==> config.mk <==
export PLATFORM = sky130hd
export DESIGN_NAME = tile_result_reader
export DESIGN_NICKNAME = d
export VERILOG_FILES = /design/src/rtl/npu_pkg.sv /design/src/rtl/byte_fifo.sv /design/src/rtl/tile_result_reader.sv
export SDC_FILE = /design/constraint.sdc
export NUM_CORES = 1
export LEC_CHECK = 0
export BUFFER_PORTS_ARGS = -buffer_cell sky130_fd_sc_hd__buf_2
export CORE_MARGIN = 1
export CORE_UTILIZATION = 55
export DETAILED_ROUTE_END_ITERATION = 7
export PLACE_DENSITY = 0.76
export RECOVER_POWER = 25
export SKIP_LAST_GASP = 1
export SLEW_MARGIN = 20
export SYNTH_ARGS = -nofsm -noshare
export SYNTH_HDL_FRONTEND = slang
export SYNTH_SLANG_ARGS = --single-unit
==> constraint.sdc <==
create_clock -name clk -period 3.4 [get_ports clk]
set_input_delay 0.51 -clock clk [delete_from_list [all_inputs] [get_ports clk]]
set_output_delay 0.51 -clock clk [all_outputs]
set_load 0.05 [all_outputs]
==> src/rtl/npu_pkg.sv <==
// Shared NPU definitions: op codes, tile lengths and the result-reader state enum.
package npu_pkg;

  localparam logic [2:0] OP_MUL  = 3'd0;
  localparam logic [2:0] OP_ADD  = 3'd1;
  localparam logic [2:0] OP_SUB  = 3'd2;
  localparam logic [2:0] OP_CONV = 3'd3;
  localparam logic [2:0] OP_DOT  = 3'd4;

  localparam int unsigned DOT_LEN  = 4;
  localparam int unsigned TILE_LEN = 16;
  localparam int unsigned LEN_W    = 5;

  typedef enum logic [2:0] {
    RDR_IDLE,
    RDR_ISSUE,
    RDR_DRAIN,
    RDR_CSUM,
    RDR_FIN
  } rdr_state_t;

  typedef struct packed {
    logic       last;
    logic [7:0] data;
  } fifo_beat_t;

  // Number of result bytes produced by an operation.
  function automatic logic [LEN_W-1:0] tile_len(input logic [2:0] op);
    return (op == OP_DOT) ? LEN_W'(DOT_LEN) : LEN_W'(TILE_LEN);
  endfunction

endpackage

==> src/rtl/byte_fifo.sv <==
// Small synchronous first-word-fall-through FIFO; DEPTH must be a power of two.
module byte_fifo #(
  parameter int unsigned WIDTH = 9,
  parameter int unsigned DEPTH = 2
) (
  input  logic                         clk,
  input  logic                         rst_n,
  input  logic                         push,
  input  logic [WIDTH-1:0]             wdata,
  input  logic                         pop,
  output logic [WIDTH-1:0]             rdata,
  output logic                         full,
  output logic                         empty,
  output logic [$clog2(DEPTH+1)-1:0]   count
);

  localparam int unsigned PTR_W = $clog2(DEPTH);
  localparam int unsigned CNT_W = $clog2(DEPTH + 1);

  logic [WIDTH-1:0] mem [DEPTH];
  logic [PTR_W-1:0] wr_ptr;
  logic [PTR_W-1:0] rd_ptr;
  logic [CNT_W-1:0] cnt;
  logic             do_push_c;
  logic             do_pop_c;

  assign empty     = (cnt == '0);
  assign full      = (cnt == CNT_W'(DEPTH));
  assign count     = cnt;
  assign rdata     = mem[rd_ptr];
  assign do_pop_c  = pop && !empty;
  // A pop in the same cycle frees the slot, so a full FIFO may still accept.
  assign do_push_c = push && (!full || do_pop_c);

  always_ff @(posedge clk or negedge rst_n) begin
    if (!rst_n) begin
      mem    <= '{default: '0};
      wr_ptr <= '0;
      rd_ptr <= '0;
      cnt    <= '0;
    end else begin
      if (do_push_c) begin
        mem[wr_ptr] <= wdata;
        wr_ptr      <= wr_ptr + PTR_W'(1);
      end
      if (do_pop_c) begin
        rd_ptr <= rd_ptr + PTR_W'(1);
      end
      cnt <= cnt + CNT_W'(do_push_c) - CNT_W'(do_pop_c);
    end
  end

endmodule

==> src/rtl/tile_result_reader.sv <==
// Drains one result tile from SRAM C and streams it out as bytes over valid/ready.
// Optional trailing XOR checksum beat: define TILE_READER_CHECKSUM_EN.
module tile_result_reader
  import npu_pkg::*;
#(
  parameter int unsigned ADDR_W     = 10,
  parameter int unsigned FIFO_DEPTH = 2
) (
  input  logic              clk,
  input  logic              rst_n,
  input  logic              start,
  input  logic [2:0]        tile_i,
  input  logic [2:0]        op_code,
  input  logic [7:0]        sram_C_dout,
  output logic [ADDR_W-1:0] rd_sram_C_addr,
  output logic              rd_sram_C_en,
  output logic              m_valid,
  output logic [7:0]        m_data,
  output logic              m_last,
  input  logic              m_ready,
  output logic              busy,
  output logic              done
);

  localparam int unsigned CNT_W = $clog2(FIFO_DEPTH + 1);
  localparam int unsigned OCC_W = CNT_W + 1;

  rdr_state_t        state;
  logic [LEN_W-1:0]  k_q;
  logic [LEN_W-1:0]  len_q;
  logic [ADDR_W-1:0] base_q;
  logic [ADDR_W-1:0] rd_addr_q;
  logic              rd_en_q;
  logic              busy_q;
  logic              done_q;

  fifo_beat_t        wbeat;
  fifo_beat_t        rbeat;
  logic [CNT_W-1:0]  fifo_count;
  logic              fifo_empty;
  logic              fifo_full;
  logic              fifo_pop_c;
  logic [OCC_W-1:0]  occ_next_c;
  logic              issue_ok_c;
  logic              last_k_c;

  assign rd_sram_C_addr = rd_addr_q;
  assign rd_sram_C_en   = rd_en_q;
  assign busy           = busy_q;
  assign done           = done_q;

  assign fifo_pop_c = !fifo_empty && m_ready;
  // Occupancy after this edge, counting the read already in flight as a reserved slot.
  assign occ_next_c = OCC_W'(fifo_count) + OCC_W'(rd_en_q) - OCC_W'(fifo_pop_c);
  assign issue_ok_c = (occ_next_c < OCC_W'(FIFO_DEPTH)) && !(fifo_full && !fifo_pop_c);
  assign last_k_c   = (k_q == len_q - LEN_W'(1));

`ifdef TILE_READER_CHECKSUM_EN
  logic [7:0] cks_q;
  logic       cks_valid_q;

  assign wbeat.last = 1'b0;
  assign wbeat.data = sram_C_dout;
  assign m_valid    = !fifo_empty || cks_valid_q;
  assign m_data     = cks_valid_q ? cks_q : rbeat.data;
  assign m_last     = cks_valid_q;
`else
  logic rd_last_q;

  assign wbeat.last = rd_last_q;
  assign wbeat.data = sram_C_dout;
  assign m_valid    = !fifo_empty;
  assign m_data     = rbeat.data;
  assign m_last     = !fifo_empty && rbeat.last;
`endif

  byte_fifo #(
    .WIDTH ($bits(fifo_beat_t)),
    .DEPTH (FIFO_DEPTH)
  ) u_fifo (
    .clk   (clk),
    .rst_n (rst_n),
    .push  (rd_en_q),
    .wdata (wbeat),
    .pop   (fifo_pop_c),
    .rdata (rbeat),
    .full  (fifo_full),
    .empty (fifo_empty),
    .count (fifo_count)
  );

  // Read sequencing FSM with registered SRAM strobe, busy and done.
  always_ff @(posedge clk or negedge rst_n) begin
    if (!rst_n) begin
      state     <= RDR_IDLE;
      k_q       <= '0;
      len_q     <= '0;
      base_q    <= '0;
      rd_addr_q <= '0;
      rd_en_q   <= 1'b0;
      busy_q    <= 1'b0;
      done_q    <= 1'b0;
`ifdef TILE_READER_CHECKSUM_EN
      cks_q       <= '0;
      cks_valid_q <= 1'b0;
`else
      rd_last_q <= 1'b0;
`endif
    end else begin
      rd_en_q <= 1'b0;
      done_q  <= 1'b0;
`ifdef TILE_READER_CHECKSUM_EN
      if (fifo_pop_c) begin
        cks_q <= cks_q ^ rbeat.data;
      end
`endif
      case (state)
        RDR_IDLE: begin
          if (start) begin
            base_q <= (op_code == OP_DOT) ? (ADDR_W'(tile_i) << 5) : (ADDR_W'(tile_i) << 4);
            len_q  <= tile_len(op_code);
            k_q    <= '0;
            busy_q <= 1'b1;
            state  <= RDR_ISSUE;
`ifdef TILE_READER_CHECKSUM_EN
            cks_q  <= '0;
`endif
          end
        end
        RDR_ISSUE: begin
          if (issue_ok_c) begin
            rd_en_q   <= 1'b1;
            rd_addr_q <= base_q + ADDR_W'(k_q);
            k_q       <= k_q + LEN_W'(1);
`ifndef TILE_READER_CHECKSUM_EN
            rd_last_q <= last_k_c;
`endif
            if (last_k_c) begin
              state <= RDR_DRAIN;
            end
          end
        end
        RDR_DRAIN: begin
          // Leave as soon as the final payload pop empties the pipeline.
          if (occ_next_c == '0) begin
`ifdef TILE_READER_CHECKSUM_EN
            cks_valid_q <= 1'b1;
            state       <= RDR_CSUM;
`else
            done_q <= 1'b1;
            busy_q <= 1'b0;
            state  <= RDR_FIN;
`endif
          end
        end
`ifdef TILE_READER_CHECKSUM_EN
        RDR_CSUM: begin
          if (m_ready) begin
            cks_valid_q <= 1'b0;
            done_q      <= 1'b1;
            busy_q      <= 1'b0;
            state       <= RDR_FIN;
          end
        end
`endif
        RDR_FIN: begin
          state <= RDR_IDLE;
        end
        default: begin
          state <= RDR_IDLE;
        end
      endcase
    end
  end

endmodule

---- Word level (Yosys, flattened, before mapping) ----
Index checks and enable logic that the tools add are counted.
word-level totals
  word-level logic and storage cells ...... 83
  register bits ........................... 59
operators by class
  mux-type cells .......................... 23
  bitwise logic cells ..................... 2
  reduce and logical (&&, ||, !) cells .... 22
  equal/unequal tests ..................... 9
  $lt $le $gt $ge ......................... 4
  add/subtract/negate cells ............... 9
operators with widths
  kind                                                                number
  9-bit two-way mux                                                   4
  18-bit bitwise mux                                                  1
  5-bit two-way mux                                                   3
  3-bit two-way mux                                                   4
  10-bit by 5-bit adder with 10-bit output                            1
  5-bit one-hot mux with 2 select lines                               1
  9-bit demux with 1-bit select                                       1
  3-bit one-hot mux with 3 select lines                               1
  8-bit two-way mux                                                   1
  2-bit != test, second input constant                                4
  1-bit logical AND                                                   7
  3-bit zero test                                                     2
  1-bit two-way mux                                                   6
  3-bit AND reduction                                                 2
  5-bit by 1-bit adder with 5-bit output, second input constant       1
  5-bit equality test                                                 1
  5-bit by 1-bit subtractor with 5-bit output, second input constant  1
  2-bit greater-or-equal comparator, second input constant            2
  1-bit zero test                                                     4
  1-bit NOT with 2-bit output                                         2
  2-bit AND reduction                                                 2
  4-bit AND reduction                                                 1
  2-bit nonzero test                                                  2
  2-bit by 1-bit adder with 3-bit output                              1
  13 further kinds                                                    14

---- Depth between registers and ports, before layout ----
  word-level depth ........................ 9
  depth in mapped cells ................... 13
  gate-level depth less buffers ........... 12

---- By module ----
A second synthesis with hierarchy kept.
unflattened totals
  cell total of the unflattened synthesis .. 181
  area, all modules ....................... 2398.6 sq um
by module, submodules not included
  module              cells each  area an instance (sq um)  sequential area each (sq um)  times used
  tile_result_reader  115         1366.3                    675.6                         1
  byte_fifo           66          1032.2                    550.5                         1

---- Worst setup path after synthesis ----
Ideal clock, no wire load.
  path type ............................... register to register
  from .................................... reg u_fifo.cnt[1] (netlist: u_fifo.count[1])
  to ...................................... reg rd_addr_q[4] (netlist: rd_sram_C_addr[4])
  period minus slack after synthesis ...... 3.102 ns
  path buffers ............................ 1
  library setup time ...................... 0.125 ns
  cell stages (with the launch flop) ...... 13
  arrival time ............................ 2.977 ns
  slack ................................... 0.298 ns
  path through ............................ dfrtp_1 > inv_2 > nand2_1 > and2_1 > ha_1 > inv_1 > ha_1 > fa_1 > nor4b_4 > nand2b_1 > buf_4 > inv_2 > mux2_4
between the ends
  word-level cells in the longest chain between the ends .. 8
  elaborated cells between the ends (all ways) .. 12
ends and longest elaborated chain
  item                                                                                 RTL line                   source
  start: declaration                                                                   byte_fifo.sv:23            logic [CNT_W-1:0] cnt;
  start signal: assignment                                                             byte_fifo.sv:49            cnt <= cnt + CNT_W'(do_push_c) - CNT_W'(do_pop_c);
  2-bit zero test (*)                                                                  byte_fifo.sv:27            assign empty = (cnt == '0);
  1-bit zero test (*)                                                                  --
  named net m_valid                                                                    tile_result_reader.sv:17   output logic m_valid,
  1-bit logical AND (*)                                                                tile_result_reader.sv:52   assign fifo_pop_c = !fifo_empty && m_ready;
  branches (longest 3 deep; another with 3-bit by 1-bit subtractor with 3-bit output)  --
  1-bit logical AND (*)                                                                tile_result_reader.sv:55   assign issue_ok_c = (occ_next_c < OCC_W'(FIFO_DEPTH)) && !(fifo_full && !fifo_pop_c);
  2-bit AND reduction (no source line) (*)                                             --
  end signal: assignment                                                               tile_result_reader.sv:133  rd_addr_q <= base_q + ADDR_W'(k_q);
  end: declaration                                                                     tile_result_reader.sv:32   logic [ADDR_W-1:0] rd_addr_q;
Mark *: on every way through the listed nets, which the timed path passes.
A chain may end at the register's enable or synchronous reset.

---- Final worst setup path ----
  from .................................... reg u_fifo.cnt[1] (netlist: u_fifo.count[1])
  to ...................................... reg rd_addr_q[7] (netlist: rd_sram_C_addr[7])
between the ends
  word-level cells in the longest chain between the ends .. 8
  elaborated cells between the ends (all ways) .. 12
ends and longest elaborated chain
  item                                                                            RTL line
  branches (longest 6 deep; another with 2-bit by 1-bit adder with 3-bit output)  --
  1-bit logical AND (*)                                                           tile_result_reader.sv:55
  2-bit AND reduction (no source line) (*)                                        --
Every way passes the cells marked *.

==> out/qor.log <==
INFO  outcome        run_status=finished with violations
INFO  outcome        failing_checks=max-capacitance violations, max-slew violations
INFO  clock_network  cts.htree.levels=2
INFO  global_routing grt_start_max_net_pins=50
INFO  clock_network  cts_resized=0
INFO  synthesis      seq_area_frac_synth=52.41%
INFO  clock_network  clock-sinks=49
INFO  global_routing number_of_antenna_violations_at_the_first_check_in_global_routing=0
INFO  synthesis      post_synth_fa_ha_maj_area_fraction=4.599%
INFO  sta            timing.fmax=0.3159GHz
INFO  synthesis      mappedNetlistNets=208
INFO  route          route.detailed.drc=0
INFO  route          m1WireLength=1.784mm
INFO  route          wl_per_cell=15.32um
INFO  route          drt_pass1_iterations=4
INFO  placed_design  detailedPlacementHpwl=3.093mm
INFO  floorplanning  start_util=58.07%
INFO  cells_and_area final_common_cell=sky130_fd_sc_hd__dfrtp_1
INFO  hold_path      worst_hold_path.num_cells=2
INFO  floorplanning  die_h=67.23um
INFO  clock_network  post_cts.repair.setup_buffers=0
INFO  clock_network  cts.hold.buffers_added=0
INFO  route          met2_wirelength=2.151mm
INFO  route          post_drt_via_cell_ratio=5.567
INFO  job            cap_violations=1
INFO  synthesis      synth_compound_gate_area_share=6.150%
INFO  hold_path      hp-class=input port to register
INFO  cells_and_area most_frequent_cells_in_the_layout=sky130_fd_sc_hd__dfrtp_1, sky130_fd_sc_hd__buf_2, sky130_fd_sc_hd__mux2_2
INFO  floorplanning  dieArea=0.004519mm^2
INFO  synthesis      cell_variety_after_synth=41
INFO  power_and_ir_drop leakagePower=1.288nW
INFO  cells_and_area nets=250
INFO  sta            setup_viol_count_final=0
INFO  placed_design  gp_congestion=0.8090
INFO  sta            finClkSkew=0.004476ns
INFO  hold_path      min_from=tile_i[0]
INFO  synthesis      synth.area.mux_share=19.95%
INFO  sta            timing_max_transition_violations_final=50
INFO  worst_setup_path worst_ep_required=3.59ns
INFO  synthesis      synthesis.yosys.warnings=0
INFO  synthesis      mappedNetlistArea=0.002340mm^2
INFO  cells_and_area post_route_cells_drive_above_1_share=39.56%
INFO  route          via_count=1531
INFO  placed_design  io_buffer_count=39
INFO  synthesis      synth_top_family_by_area=multiplexers
INFO  hold_path      worst_hold_path.endpoint=base_q[4]
INFO  route          first_iter_violations=56
INFO  synthesis      synth_enable_flop_cells=0
INFO  cells_and_area fillerInstances=302
INFO  sta            rsz0062_at_grt=false
INFO  cells_and_area antenna_cells=0
INFO  cells_and_area syn_to_final_growth=14.22%
INFO  sta            worst_margin_pin_slew=2.540ns
INFO  clock_network  maximum_buffer_depth_of_the_clock_tree=2
INFO  worst_setup_path timing.critical_path.fanout_max=10
INFO  synthesis      yosys.area_share.xor_xnor=2.620%
INFO  cells_and_area area_occupied_by_registers=0.001226mm^2
INFO  global_routing groute.usage.overall=21.36%
INFO  route          topRoutingLayerUsed=met4
INFO  route          ant_nets=0
INFO  floorplanning  fp.coreArea=0.004029mm^2
INFO  route          detailed_route_wire_length=4.212mm
INFO  worst_setup_path regToRegStartpoint=u_fifo.count[1]
INFO  sta            relSlewSlack=-69.36%
INFO  clock_network  worstSkewPairLatency=0.29ns
INFO  worst_setup_path regToRegSetupSlack=0.23ns
INFO  cells_and_area multiInputGateArea=0.001055mm^2
INFO  floorplanning  die_w=67.23um
INFO  worst_setup_path path_class=register to register
INFO  clock_network  number_of_buffers_added_by_the_clock_tree_synthesis_step=5
INFO  floorplanning  rows=23
INFO  clock_network  clock_tree.root_cell=sky130_fd_sc_hd__clkbuf_8
INFO  synthesis      ys_dominant_reg_cell=sky130_fd_sc_hd__dfrtp_1
INFO  global_routing grt.overflow.total=0
INFO  clock_network  tritoncts_clock_tree=done
INFO  synthesis      postSynthRegisterBits=49
INFO  floorplanning  io_pins=41
INFO  worst_setup_path worst_r2r_path_depth=11
INFO  cells_and_area finalCoreUtilization=66.34%
INFO  power_and_ir_drop ir_worst_vdd=0.6984mV
INFO  global_routing grt_first_pass_wirelength=6.989mm
INFO  route          met3_length=168um
INFO  sta            hold_violations_final=0
INFO  global_routing grt_pass1_vias=1586
INFO  worst_setup_path cp_data_arrival_time=3.35ns
INFO  sta            final.min_clock_period=3.166ns
INFO  synthesis      post_synth.cell_area_avg=12.86um^2
INFO  synthesis      yosys.area_share.simple=11.50%
INFO  worst_setup_path critPathCaptureType=register
INFO  worst_setup_path capture_instance_of_the_worst_register_to_register_path=rd_sram_C_addr[7]
INFO  worst_setup_path crit_path_start_kind=register
INFO  synthesis      syn_inst=182
INFO  sta            fin_tns_setup=0ns
INFO  synthesis      asr_flop_ratio_synth=100.0%
INFO  clock_network  reg_clk_slew_reported_paths=0.08ns
INFO  sta            timing.final.crit_share=93.12%
INFO  power_and_ir_drop power_density=1084mW/mm^2
-- worst max-delay path, cell delays in order (launching register included) --
cell and delay [ns]:
sky130_fd_sc_hd__dfrtp_1 0.44, sky130_fd_sc_hd__inv_2 0.11, sky130_fd_sc_hd__nand2_1 0.09, sky130_fd_sc_hd__and2_1 0.18, sky130_fd_sc_hd__ha_1 0.29, sky130_fd_sc_hd__inv_1 0.05
sky130_fd_sc_hd__ha_1 0.18, sky130_fd_sc_hd__fa_1 0.53, sky130_fd_sc_hd__nor4b_4 0.32, sky130_fd_sc_hd__nand2b_1 0.33, sky130_fd_sc_hd__inv_2 0.22, sky130_fd_sc_hd__mux2_4 0.32
-- worst max path at each step --
stage | start | cells past startpoint | to
finish | u_fifo.count[1] | 11 | rd_sram_C_addr[7]
global route | u_fifo.count[1] | 11 | rd_sram_C_addr[5]
CTS | u_fifo.count[1] | 11 | rd_sram_C_addr[7]
detailed placement | u_fifo.count[1] | 11 | rd_sram_C_addr[5]
global placement | m_ready | 10 | rd_sram_C_addr[7]
floorplan | u_fifo.count[1] | 12 | rd_sram_C_addr[4]
-- cell usage after synthesis, types with 2 or more instances --
cell type / count / share of area [%]
sky130_fd_sc_hd__mux2_2: 21 / 10
sky130_fd_sc_hd__nand2_1: 10 / 1.6
sky130_fd_sc_hd__inv_1: 5 / 0.80
sky130_fd_sc_hd__inv_2: 2 / 0.32
sky130_fd_sc_hd__or4_1: 2 / 0.64
sky130_fd_sc_hd__mux2_4: 12 / 7.7
sky130_fd_sc_hd__xor2_1: 3 / 1.1
sky130_fd_sc_hd__nor3b_1: 4 / 1.3
sky130_fd_sc_hd__o21a_1: 2 / 0.64
sky130_fd_sc_hd__ha_1: 7 / 3.7
sky130_fd_sc_hd__buf_4: 2 / 0.64
sky130_fd_sc_hd__mux2i_1: 5 / 2.1
sky130_fd_sc_hd__nor2b_1: 4 / 1.1
sky130_fd_sc_hd__xnor2_1: 4 / 1.5
sky130_fd_sc_hd__nand2_2: 2 / 0.53
sky130_fd_sc_hd__and2_1: 2 / 0.53
sky130_fd_sc_hd__nand3_1: 3 / 0.64
sky130_fd_sc_hd__nor2_1: 5 / 0.80
sky130_fd_sc_hd__dfrtp_1: 49 / 52
sky130_fd_sc_hd__nand3b_1: 3 / 0.96
sky130_fd_sc_hd__a21oi_1: 6 / 1.3
sky130_fd_sc_hd__o21ai_0: 10 / 2.1
-- layout make-up --
cell class              instances  share of cell area, %
inverters                       7                 0.9831
repair buffers                 40                  7.537
flip-flops and latches         49                  45.88
multi-input cells             121                  39.47
well taps                      50                  2.341
clock inverters                 1                 0.1873
clock buffers                   7                  3.605
-- state kept, by name, summed over array words and instances, names as in the netlist --
name	count
base_q	4
busy	1
done	1
k_q	5
len_q	2
rd_last_q	1
rd_sram_C_addr	9
rd_sram_C_en	1
state	3
u_fifo.count	2
u_fifo.mem	18
u_fifo.rd_ptr	1
u_fifo.wr_ptr	1
-- logic make-up after synthesis --
kind of cell	Yosys count
flip-flops	49
AND/OR/NAND/NOR	43
multiplexers	38
AO/OA/AOI/OAI	24
buffers and inverters	12
adder cells (fa/ha/maj)	8
XOR/XNOR	7
other	1
-- metal layers --
metal,global-route usage [%],vias to the layer above
met5,0,-
met1,23.76,753
met4,12.50,0
met2,37.38,40
li1,-,726
met3,4.561,12
-- report_power, final --
| group | leakage, nW | internal, mW | switching, mW | total, mW |
|---|---|---|---|---|
| logic | 0.632 | 0.609 | 0.931 | 1.54 |
| registers | 0.602 | 0.818 | 0.177 | 0.996 |
| clock network | 0.0542 | 0.184 | 0.177 | 0.361 |
-- per-stage QoR --
| stage | hold WS, ns | cell area (um^2) | std cells | power (mW) | worst slack (ns) |
|---|---|---|---|---|---|
| 2_1_floorplan | 0.2144 | 2340 | 182 | 2.234 | 0.2981 |
| 3_3_place_gp | 0.4721 | 2570 | 267 | 2.476 | 0.4250 |
| 3_5_place_dp | 0.4888 | 2570 | 267 | 2.554 | 0.2228 |
| 4_1_cts | 0.4302 | 2671 | 275 | 2.928 | 0.2107 |
| 5_1_grt | 0.4485 | 2673 | 275 | 3.087 | 0.06870 |
| 6_report | 0.4505 | 2673 | 275 | 2.897 | 0.2340 |
No activity file was read; power rests on OpenSTA's default activity.
